===== src/rtl/branch_target_table.sv =====
// Branch target table: DEPTH entries of {valid, target}, cleared one entry per
// cycle after reset, then serving 1-cycle-latency lookups with write-first bypass.
module branch_target_table #(
    parameter int IDX_W  = 4,
    parameter int ADDR_W = 9
) (
    input  logic              Clk,
    input  logic              Reset,
    input  logic              rd_en,
    input  logic [IDX_W-1:0]  rd_index,
    output logic              rd_ack,
    output logic              rd_hit,
    output logic [ADDR_W-1:0] rd_target,
    input  logic              wr_en,
    input  logic [IDX_W-1:0]  wr_index,
    input  logic [ADDR_W-1:0] wr_target,
    input  logic              inv_en,
    output logic              busy
);
    localparam int DEPTH = 2**IDX_W;

    typedef enum logic {INIT, RUN} state_t;

    typedef struct packed {
        logic              hit;
        logic [ADDR_W-1:0] target;
    } rd_rsp_t;

    state_t                        state_q, state_d;
    logic [IDX_W-1:0]              cnt_q, cnt_d;
    logic                          run;
    logic [DEPTH-1:0]              ent_vld;
    logic [DEPTH-1:0][ADDR_W-1:0]  ent_tgt;
    rd_rsp_t                       rsp;

    always_ff @(posedge Clk) begin
        if (Reset) begin
            state_q <= INIT;
            cnt_q   <= '0;
        end else begin
            state_q <= state_d;
            cnt_q   <= cnt_d;
        end
    end

    // The clear counter wraps to 0 exactly on the INIT->RUN edge and then idles.
    always_comb begin
        state_d = state_q;
        cnt_d   = cnt_q;
        busy    = 1'b0;
        case (state_q)
            INIT: begin
                busy  = 1'b1;
                cnt_d = cnt_q + 1'b1;
                if (cnt_q == {IDX_W{1'b1}})
                    state_d = RUN;
            end
            RUN: begin
                cnt_d = '0;
            end
            default: state_d = INIT;
        endcase
    end

    assign run = (state_q == RUN);

    for (genvar i = 0; i < DEPTH; i++) begin : g_ent
        logic clr, wr, inv;
        assign clr = !run && (cnt_q == IDX_W'(i));
        assign wr  = run && wr_en && (wr_index == IDX_W'(i));
        assign inv = run && inv_en && !wr_en && (wr_index == IDX_W'(i));

        always_ff @(posedge Clk) begin
            if (Reset) begin
                ent_vld[i] <= 1'b0;
            end else if (clr) begin
                ent_vld[i] <= 1'b0;
                ent_tgt[i] <= '0;
            end else if (wr) begin
                ent_vld[i] <= 1'b1;
                ent_tgt[i] <= wr_target;
            end else if (inv) begin
                ent_vld[i] <= 1'b0;
            end
        end
    end

    // Same-cycle write (or invalidate) to the looked-up index is forwarded.
    always_comb begin
        rsp.hit    = ent_vld[rd_index];
        rsp.target = ent_vld[rd_index] ? ent_tgt[rd_index] : '0;
        if (wr_en && (wr_index == rd_index)) begin
            rsp.hit    = 1'b1;
            rsp.target = wr_target;
        end else if (inv_en && (wr_index == rd_index)) begin
            rsp.hit    = 1'b0;
            rsp.target = '0;
        end
    end

    always_ff @(posedge Clk) begin
        if (Reset) begin
            rd_ack    <= 1'b0;
            rd_hit    <= 1'b0;
            rd_target <= '0;
        end else if (run && rd_en) begin
            rd_ack    <= 1'b1;
            rd_hit    <= rsp.hit;
            rd_target <= rsp.target;
        end else begin
            rd_ack    <= 1'b0;
            rd_hit    <= 1'b0;
        end
    end
endmodule


===== config.mk =====
export PLATFORM = sky130hd
export DESIGN_NAME = branch_target_table
export DESIGN_NICKNAME = d
export VERILOG_FILES = /design/src/rtl/branch_target_table.sv
export SDC_FILE = /design/constraint.sdc
export NUM_CORES = 1
export LEC_CHECK = 0
export ABC_AREA = 1
export BUFFER_PORTS_ARGS = -buffer_cell sky130_fd_sc_hd__buf_2
export CAP_MARGIN = 20
export CORE_MARGIN = 2
export CORE_UTILIZATION = 30
export CTS_BUF_LIST = sky130_fd_sc_hd__clkbuf_8 sky130_fd_sc_hd__clkbuf_16
export DETAILED_ROUTE_END_ITERATION = 16
export SLEW_MARGIN = 5
export SYNTH_ARGS = -nofsm -noshare
export SYNTH_HDL_FRONTEND = slang
export SYNTH_SLANG_ARGS = --single-unit

===== constraint.sdc =====
create_clock -name Clk -period 2.4 [get_ports Clk]
set_clock_uncertainty 0.15 [all_clocks]
set_input_delay 0.48 -clock Clk [delete_from_list [all_inputs] [get_ports Clk]]
set_output_delay 0.48 -clock Clk [all_outputs]
set_load 0.005 [all_outputs]

-- After elaboration in Yosys (flattened, before gate mapping)
Cells that the tools add are included.
- magnitude comparators: 1
- mux-type cells: 60
- reduce and logical (&&, ||, !) cells: 123
- bitwise logic cells: 3
- equality and inequality tests: 31
- $add $sub $neg: 1
- operators by type and width (kind ; count):
    $mux 9 ; 18
    $eq 4x4->1 const B ; 16
    $reduce_bool 2->1 ; 32
    $logic_and 1x1->1 ; 54
    $mux 1 ; 37
    $bmux 9 s4 ; 1
    $reduce_or 2->1 ; 17
    $eq 4x3->1 const B ; 8
    $reduce_and 2->1 ; 16
    $mux 10 ; 2
    $eq 4x2->1 const B ; 4
    $eq 4x1->1 const B ; 2
    $logic_not 4->1 ; 2
    $pmux 4 s2 ; 1
    $lt 4x5->1 const B ; 1
    $add 4x1->4 const B ; 1
    $bmux 1 s4 ; 1
    $eq 4x4->1 ; 1
    $not 1->1 ; 3
    $logic_not 1->1 ; 2
- logic and storage cells: 256
- bits of input ports: 22
- flip-flop bits (word level): 176

-- Logic depth before layout (Yosys ltp)
Gate-level depths: netlist (run 1).
- depth in word-level cells: 5
- mapped depth: 13
- depth with buffers taken out: 11

-- Worst setup path before layout (run 1)
OpenSTA, ideal clock, no wires.
- kind: input to register
- start point: input port wr_en
- end point: register ent_tgt[135] (netlist name), enable pin
- path slack: 0.468 ns
- cell stages on the path: 7
- setup time: 0.374 ns
- data required time: 1.876 ns
- data arrival time: 1.408 ns
- cells stage by stage: nand2_1 > inv_1 > buf_2 > nand2_1 > inv_1 > nor2_1 > nor2_1
- longest elaborated chain between the ends: 4
- ends and longest elaborated chain (what ; RTL line ; text):
    from (decl) ; 14 ; input logic wr_en,
    $logic_and 1x1->1 (2 in a row) ; 70 ; assign wr = run && wr_en && (wr_index == IDX_W'(i));
    $reduce_bool 2->1 (no source line) ; n/a ;
    $reduce_and 2->1 (no source line) ; n/a ;
    to (signal, indexed assignment) ; 81 ; ent_tgt[i] <= wr_target;
    to (decl) ; 33 ; logic [DEPTH-1:0][ADDR_W-1:0] ent_tgt;
No other way between the ends.
A chain may end at the register's enable or synchronous reset.

-- Final worst setup path (run 1)
- start point: register cnt_q[0]
- end point: register ent_tgt[102] (netlist name), enable pin
- longest elaborated chain between the ends: 4
- ends and longest elaborated chain (what ; RTL line ; text):
    from (decl) ; 30 ; logic [IDX_W-1:0] cnt_q, cnt_d;
    from (signal assigned) ; 42 ; cnt_q <= cnt_d;
    $eq 4x4->1 ; 69 ; assign clr = !run && (cnt_q == IDX_W'(i));
    $logic_and 1x1->1 ; 69 ;
    $reduce_bool 2->1 (no source line) ; n/a ;
    $reduce_and 2->1 (no source line) ; n/a ;
No other way between the ends.

==> impl_metrics.csv, run 1 <==
group,metric,value,unit
placement,port_buffers,33,
cts,post-cts-setup-buffer-count,0,
global_route,grt-ovfl-total,0,
route,vias,6643,
floorplanning,row_count,61,
placement,gp_congestion,0.871,
synthesis,seq_area_frac_synth,59.5,%
setup_path,critPathRequiredTime,2.33,ns
route,wl,22400,um
cts,clock_tree.root_cell,"clkbuf_16",
cts,numCtsBuffers,17,
setup_path,worstPathMaxFanout,9,
final_layout,drive_gt1_share,12.2,%
route,drt-wirelength-per-cell,16.3,um
sta,fmax,492,MHz
synthesis,async_flop_share,0,%
floorplanning,fp.dieH,171,um
sta,worst_pin_slew,0.482,ns
global_route,gr-usage-all-layers,16.0,%
setup_path,cp_cell_sequence,"ha_1, nand2_1, nor2_1, o21a_1",
synthesis,synth_top_area_cell,"edfxtp_1",
power_and_ir_drop,power_density,669,mW/mm^2
global_route,grt_first_pass_wirelength,34900,um
setup_path,slowest_delay,0.46,ns
cts,cts_sinks,176,
floorplanning,start_util,30.3,%
final_layout,fillCellCount,2792,
sta,rsz0062_at_grt,"no",
sta,drv_slew,0,
final_layout,finalNetCount,1009,
synthesis,synth_nets,966,
floorplanning,core_area,0.0276,mm^2
global_route,antenna_found_initial,0,
final_layout,fin_util,35.1,%
flow_run,cap_violations,0,
power_and_ir_drop,total_power,6470,uW
final_layout,area_growth,15.9,%
cts,hold_buffers,0,
synthesis,syn_avg_cell_area,8.88,um^2
route,first_pass_iters,5,
sta,setup_viol,0,
sta,hold_viol,0,
sta,finalCriticalPeriod,2.03,ns
cts,path_clk_slew,0.07,ns
synthesis,synth_area_leaders,"edfxtp_1 (52%), nor2_1 (11%), dfxtp_1 (7.7%)",
route,postRouteAntennaNets,0,
synthesis,synth_edf_count,144,
setup_path,crit_slowest_cell,"o21a_1",
floorplanning,ios,34,
route,via_per_inst,4.83,
route,drcViolationCount,0,
global_route,grt_pass1_vias,6197,
synthesis,syn-cell-area,0.00834,mm^2
synthesis,ys_seq_elements,176,
setup_path,crit_arrival,1.96,ns
global_route,grt_max_degree,60,
cts,clk_path_buf_depth,2,
setup_path,critical_path_class,"flop to flop",
sta,whs,0.283,ns
synthesis,synth_common_cells,"nor2_1 (235), nand2_1 (165), edfxtp_1 (144)",
route,initialDrtViolationCount,600,
synthesis,synth_flop_cell,"edfxtp_1",
floorplanning,die_x,171,um
cts,cts_htree_levels,4,
final_layout,diodes,0,
cts,tritoncts,"yes",
sta,fin_crit_sh,84.8,%
synthesis,yosysMostFrequentCell,"nor2_1",
setup_path,endpoint_kind,"flop",
power_and_ir_drop,power_leakage,0.00377,uW
placement,dp_hpwl,15200,um
synthesis,yosysUniqueCellTypes,27,
sta,slew_headroom,67.9,%
outcome,outcome,"finished clean",
cts,insertion_delay,0.43,ns
power_and_ir_drop,vdd_ir_drop_max,0.000460,V
sta,fin_setup_tns,0,ns
floorplanning,die_area,0.0292,mm^2
cts,post_cts_resized,0,
min_path,hold_class,"input pin to flop",
synthesis,post-synth-top-area-fraction,51.8,%
synthesis,syn_inst,940,
setup_path,start_kind,"flop",
synthesis,ys_warn_count,0,
[metrics by stage]
step	cells	area, um^2	setup slack (ns)
2_1_floorplan	940	8340	0.468
3_3_place_gp	1342	9150	0.167
3_5_place_dp	1342	9150	0.153
4_1_cts	1374	9670	0.357
5_1_grt	1374	9670	0.234
6_report	1374	9670	0.366
[where the power goes]
group          total, uW  switching, uW  internal (uW)
sequential          3370           13.3           3350
combinational        628            431            197
clock               2480           1170           1310
[logic make-up (layout without fill, tap and decap cells)]
logic type | count (synthesis) | in the layout | share of synthesized area [%]
AOI/OAI and AO/OA | 121 | 121 | 8.19
buffers and inverters | 121 | 177 | 6.24
xor gates and xnor gates | 5 | 5 | 0.525
and+or+nand+nor | 513 | 513 | 24.9
adders and majority gates | 4 | 4 | 0.600
DFF | 176 | 176 | 59.5
[cell usage in the layout (no fill, tap or decap), types with 2 or more instances in the layout]
cell type / instances
clkbuf_16: 17
clkinvlp_4: 4
o21ai_1: 13
xor2_1: 4
nand2_1: 165
nor3_1: 16
buf_4: 50
nand2_2: 2
ha_1: 4
nor2_1: 235
inv_6: 3
a21oi_1: 34
edfxtp_1: 144
o211ai_1: 15
buf_2: 33
buf_12: 5
clkinv_1: 11
o21ai_0: 43
o21a_1: 15
inv_1: 48
nand3_1: 92
clkinv_2: 3
dfxtp_1: 32
[cell type report]
class	count	area, um^2	area share (%)
inverter	57	216	2.24
clock inverter	15	95.1	0.983
timing repair buffer	88	641	6.62
sequential	176	4960	51.3
multi-input combinational	643	2860	29.5
clock buffer	17	425	4.40
tap	378	473	4.89
[sequential cells by signal, summed over array words and instances, names as in the netlist]
name	count
ent_tgt	144
ent_vld	16
rd_target	9
cnt_q	4
rd_ack	1
rd_hit	1
run	1
[worst max-delay path: cells and delay by family, from the launching register on]
family	cells	cell delay [ns]
fa+ha+maj	1	0.24
flops	1	0.40
compound gates	1	0.46
simple gates	2	0.42
[worst paths after layout]
kind	end	slack (ns)	startpoint	cells past startpoint
worst min register to register	rd_target[8]$_SDFFE_PP0P_	0.32	rd_target[8]$_SDFFE_PP0P_	2
worst max register to register	ent_tgt[102]$_SDFFCE_PP0P_	0.37	cnt_q[0]$_SDFF_PP0_	4
worst min-delay path	rd_target[2]$_SDFFE_PP0P_	0.28	wr_target[2]	5
worst max-delay path	ent_tgt[102]$_SDFFCE_PP0P_	0.37	cnt_q[0]$_SDFF_PP0_	4
[metal layers]
metal,wire length (um),GRT usage (%),vias up
li1,-,-,3199
met1,10300,22.7,3184
met2,10100,24.2,224
met3,1460,2.73,36
met4,648,6.28,0
met5,0,0,-
No activity file was read; power rests on OpenSTA's default activity.
==> inputs of run 2 (changes only) <==
clock period = 1.87 ns   (was 2.4 ns; I/O delays follow)
==> impl_metrics.csv, run 2 (same netlist as run 1, synthesis figures left out) <==
group,metric,value,unit
setup_path,path_common_cell,"nor2_1",
final_layout,finalNetCount,1041,
global_route,antenna_found_initial,0,
setup_path,start_kind,"flop",
placement,gp_congestion,0.855,
final_layout,reg.largest.list,"ent_tgt (144), ent_vld (16), rd_target (9)",
final_layout,most-common-layout-cells,"nor2_1 (234), nand2_1 (165), edfxtp_1 (144), nand3_1 (92), buf_4 (61)",
sta,layout_setup_ws,0.0806,ns
global_route,grt_first_pass_wirelength,36700,um
final_layout,drive_gt1_share,15.3,%
setup_path,endpoint_kind,"flop",
flow_run,cap_violations,0,
setup_path,crit_family,"simple AND/OR/NAND/NOR gates",
global_route,grt_max_degree,42,
final_layout,area_growth,22.8,%
placement,dp_hpwl,16500,um
sta,fmax,559,MHz
cts,clock_tree.root_cell,"clkbuf_16",
route,vias,6814,
route,wl,23300,um
placement,dpl_cell_area,0.00966,mm^2
setup_path,critPathBufInv,1,
sta,fin_crit_sh,95.7,%
cts,path_clk_slew,0.07,ns
power_and_ir_drop,power_density,849,mW/mm^2
sta,hold_viol,0,
cts,numCtsBuffers,17,
global_route,gr-usage-all-layers,16.7,%
final_layout,fillCellCount,2736,
floorplanning,ios,34,
cts,clk_path_buf_depth,2,
final_layout,finalInstanceArea,0.0102,mm^2
cts,hold_buffers,0,
setup_path,crit_arrival,1.78,ns
floorplanning,row_count,61,
cts,tritoncts,"yes",
outcome,outcome,"finished clean",
global_route,grt-ovfl-total,0,
route,via_per_inst,4.85,
cts,post-cts-setup-buffer-count,0,
route,drcViolationCount,0,
floorplanning,core_area,0.0276,mm^2
floorplanning,die_area,0.0292,mm^2
sta,worst_pin_slew,0.406,ns
final_layout,layout_commonest_cell,"nor2_1",
setup_path,slowest_delay,0.41,ns
power_and_ir_drop,vdd_ir_drop_max,0.000635,V
floorplanning,die_x,171,um
floorplanning,fp.dieH,171,um
route,initialDrtViolationCount,724,
cts,cts_sinks,176,
final_layout,top_register,"ent_tgt",
min_path,hold_class,"input pin to flop",
setup_path,crit_slowest_cell,"dfxtp_1",
route,drt-wirelength-per-cell,16.5,um
final_layout,diodes,0,
sta,slew_headroom,72.8,%
final_layout,seq_area,0.00496,mm^2
cts,cts_htree_levels,4,
setup_path,critPathRequiredTime,1.86,ns
sta,rsz0062_at_grt,"no",
floorplanning,start_util,30.3,%
setup_path,cp_cell_sequence,"ha_2, nand2_1, nor2_1, nor2_1, nor2_1, buf_4",
setup_path,worstPathMaxFanout,9,
final_layout,multiInputGateArea,0.00286,mm^2
placement,post-place-ws,-0.191,ns
global_route,grt_pass1_vias,6388,
route,first_pass_iters,5,
setup_path,critical_path_class,"flop to flop",
placement,port_buffers,33,
sta,drv_slew,0,
route,postRouteAntennaNets,0,
cts,insertion_delay,0.44,ns
final_layout,largest_register_ffs,144,
sta,setup_viol,0,
sta,finalCriticalPeriod,1.79,ns
power_and_ir_drop,power_leakage,0.00404,uW
-- run 2: power breakdown --
part / switching [uW] / internal, uW
registers: 20.2 / 4300
clock network: 1500 / 1990
logic: 550 / 324
-- run 2: per-layer routing --
layer	up-vias	wire, um	track usage (%)
li1	3275	-	-
met5	-	0	0
met3	27	1370	3.03
met1	3274	10900	23.9
met4	0	425	5.43
met2	238	10600	25.6
-- run 2: worst min-delay path, stage by stage --
cell and delay, ns:
buf_2 0.09, buf_4 0.16, a21oi_1 0.05
-- run 2: cell type report --
class / count / area share [%]
clock buffer: 22 / 5.16
clock inverter: 10 / 0.525
inverter: 57 / 2.11
multi-input combinational: 643 / 28.0
sequential: 176 / 48.5
tap: 378 / 4.62
timing repair buffer: 120 / 11.2
-- run 2: final timing paths --
check	depth (start not counted)	from	endpoint	slack [ns]
worst min register to register	2	rd_target[0]$_SDFFE_PP0P_	rd_target[0]$_SDFFE_PP0P_	0.32
worst min-delay path	3	Reset	run$_SDFF_PP0_	0.13
worst max register to register	6	cnt_q[0]$_SDFF_PP0_	ent_tgt[141]$_SDFFCE_PP0P_	0.08
worst max-delay path	6	cnt_q[0]$_SDFF_PP0_	ent_tgt[141]$_SDFFCE_PP0P_	0.08
-- run 2: through the flow --
stage,utilization (%),power [uW],hold WS [ns],setup TNS (ns),std cells
2_1_floorplan,-,4900,0.295,0,940
3_3_place_gp,35.0,5270,0.303,-1.48,1374
3_5_place_dp,35.0,5280,0.309,-1.43,1374
4_1_cts,37.2,8740,0.117,0,1406
5_1_grt,37.2,9010,0.124,0,1406
6_report,37.2,8690,0.132,0,1406
-- run 2: what timing repair did --
action                                 CTS  global route
endpoints found under the hold margin    0             0
gates resized for setup                  0             2
setup endpoints to repair                0            27
==> inputs of run 3 (changes only) <==
REMOVE_ABC_BUFFERS = 1   (was unset)
==> impl_metrics.csv, run 3 (same netlist as run 1, synthesis figures left out) <==
group,metric,value,unit
final_layout,most-common-layout-cells,"nor2_1 (232), nand2_1 (164), edfxtp_1 (144), nand3_1 (92), buf_4 (86)",
floorplanning,row_count,61,
setup_path,startpoint,"cnt_q[0]$_SDFF_PP0_",
final_layout,fillCellCount,2798,
final_layout,layout_commonest_cell,"nor2_1",
sta,finalCriticalPeriod,1.85,ns
min_path,hold_class,"input pin to flop",
setup_path,critPathRequiredTime,1.87,ns
final_layout,finalInstanceArea,0.0103,mm^2
setup_path,crit_end,"ent_tgt[45]$_SDFFCE_PP0P_",
route,first_pass_iters,5,
cts,hold_buffers,0,
cts,tritoncts,"yes",
floorplanning,ios,34,
floorplanning,die_x,171,um
sta,layout_setup_ws,0.0216,ns
power_and_ir_drop,vdd_ir_drop_max,0.000651,V
cts,insertion_delay,0.44,ns
sta,rsz0062_at_grt,"yes",
placement,post-place-ws,-0.218,ns
sta,fmax,541,MHz
final_layout,largest_register_ffs,144,
route,via_per_inst,4.81,
sta,worst_pin_slew,0.583,ns
final_layout,finalNetCount,1057,
cts,cts_sinks,176,
sta,fin_crit_sh,98.8,%
route,vias,6845,
final_layout,reg.largest.list,"ent_tgt (144), ent_vld (16), rd_target (9)",
power_and_ir_drop,power_density,880,mW/mm^2
cts,post-cts-setup-buffer-count,0,
route,drt-wirelength-per-cell,17.1,um
floorplanning,start_util,30.3,%
floorplanning,die_area,0.0292,mm^2
global_route,antenna_found_initial,0,
sta,setup_viol,0,
setup_path,crit_arrival,1.85,ns
setup_path,worstReg2RegEnd,"ent_tgt[45]$_SDFFCE_PP0P_",
setup_path,critical_path_class,"flop to flop",
power_and_ir_drop,total_power,9090,uW
sta,slew_headroom,60.9,%
setup_path,rr_worst_depth,6,
setup_path,ff2ff_setup_slack,0.02,ns
global_route,grt_first_pass_wirelength,37700,um
global_route,grt_pass1_vias,6581,
floorplanning,fp.dieH,171,um
outcome,outcome,"finished clean",
setup_path,start_kind,"flop",
sta,drv_slew,0,
setup_path,endpoint_kind,"flop",
cts,numCtsBuffers,17,
final_layout,fin_util,37.5,%
cts,path_clk_slew,0.07,ns
cts,cts_htree_levels,4,
global_route,grt-ovfl-total,0,
route,drcViolationCount,0,
setup_path,worst_r2r_startpoint,"cnt_q[0]$_SDFF_PP0_",
sta,hold_viol,0,
route,postRouteAntennaNets,0,
global_route,gr-usage-all-layers,17.5,%
final_layout,drive_gt1_share,17.7,%
placement,gp_congestion,0.978,
power_and_ir_drop,power_leakage,0.00410,uW
placement,dpl_cell_area,0.00966,mm^2
route,wl,24400,um
flow_run,cap_violations,0,
global_route,grt_max_degree,27,
floorplanning,core_area,0.0276,mm^2
final_layout,top_register,"ent_tgt",
placement,port_buffers,33,
final_layout,area_growth,23.8,%
cts,clock_tree.root_cell,"clkbuf_16",
cts,clk_path_buf_depth,2,
setup_path,worstPathMaxFanout,9,
placement,dp_hpwl,17500,um
route,initialDrtViolationCount,603,
sta,whs,0.200,ns
-- run 3: changes by cell type in the layout (fill, tap and decap cells not counted), moves of 3 or more --
| cell | before | now |
|---|---|---|
| buf_12 | 26 | 17 |
| buf_4 | 61 | 86 |
| bufinv_16 | 0 | 4 |
| clkbuf_16 | 20 | 17 |
| clkinvlp_4 | 1 | 5 |
| o21a_1 | 15 | 8 |
| o21a_2 | 0 | 7 |
-- run 3: how the worst min path moves through the flow --
| stage | to | start | cells after the start |
|---|---|---|---|
| final | rd_target[0]$_SDFFE_PP0P_ | wr_target[0] | 5 |
| after global routing | rd_target[0]$_SDFFE_PP0P_ | wr_target[0] | 5 |
| after CTS | rd_target[0]$_SDFFE_PP0P_ | wr_target[0] | 5 |
| after detailed placement | rd_target[2]$_SDFFE_PP0P_ | rd_target[2]$_SDFFE_PP0P_ | 2 |
| after global placement | rd_target[2]$_SDFFE_PP0P_ | rd_target[2]$_SDFFE_PP0P_ | 2 |
| after floorplan | rd_target[0]$_SDFFE_PP0P_ | Reset | 1 |
-- run 3: critical path, cell delays in order (launching register included) --
cell,delay [ns]
dfxtp_1,0.35
buf_4,0.12
ha_1,0.13
nand2_1,0.21
nor2_1,0.22
o21a_1,0.23
buf_12,0.15
-- run 3: report_power, final --
group / internal (uW) / switching [uW]
Combinational: 327 / 587
Clock: 2310 / 1540
Sequential: 4300 / 18.0
Total: 6940 / 2150
-- run 3: layout make-up --
cell class	instances	area [um^2]	area share [%]
sequential	176	4960	48.1
multi-input combinational	643	2880	27.9
timing repair buffer	136	1150	11.1
tap	378	473	4.58
clock buffer	19	453	4.39
inverter	57	216	2.10
clock inverter	13	185	1.79
antenna	2	5.00	0.0485
-- run 3: metal layers --
layer	share of wire (%)	GRT usage (%)
met5	0	0
met4	3.4	7.73
met1	46	24.5
met2	44	26.6
met3	7.1	2.75
-- run 3: metrics by stage --
| step | setup TNS (ns) | std cells |
|---|---|---|
| 3_5_place_dp | -3.92 | 1390 |
| 5_1_grt | -0.0121 | 1422 |
| 4_1_cts | 0 | 1422 |
| 3_3_place_gp | -2.77 | 1390 |
| 2_1_floorplan | -5.38 | 876 |
| 6_report | 0 | 1424 |
-- run 3: timing repair --
action / 4_1_cts / 5_1_grt
setup endpoints to repair: 36 / 73
pin swaps: 0 / 1
resized for setup: 4 / 8
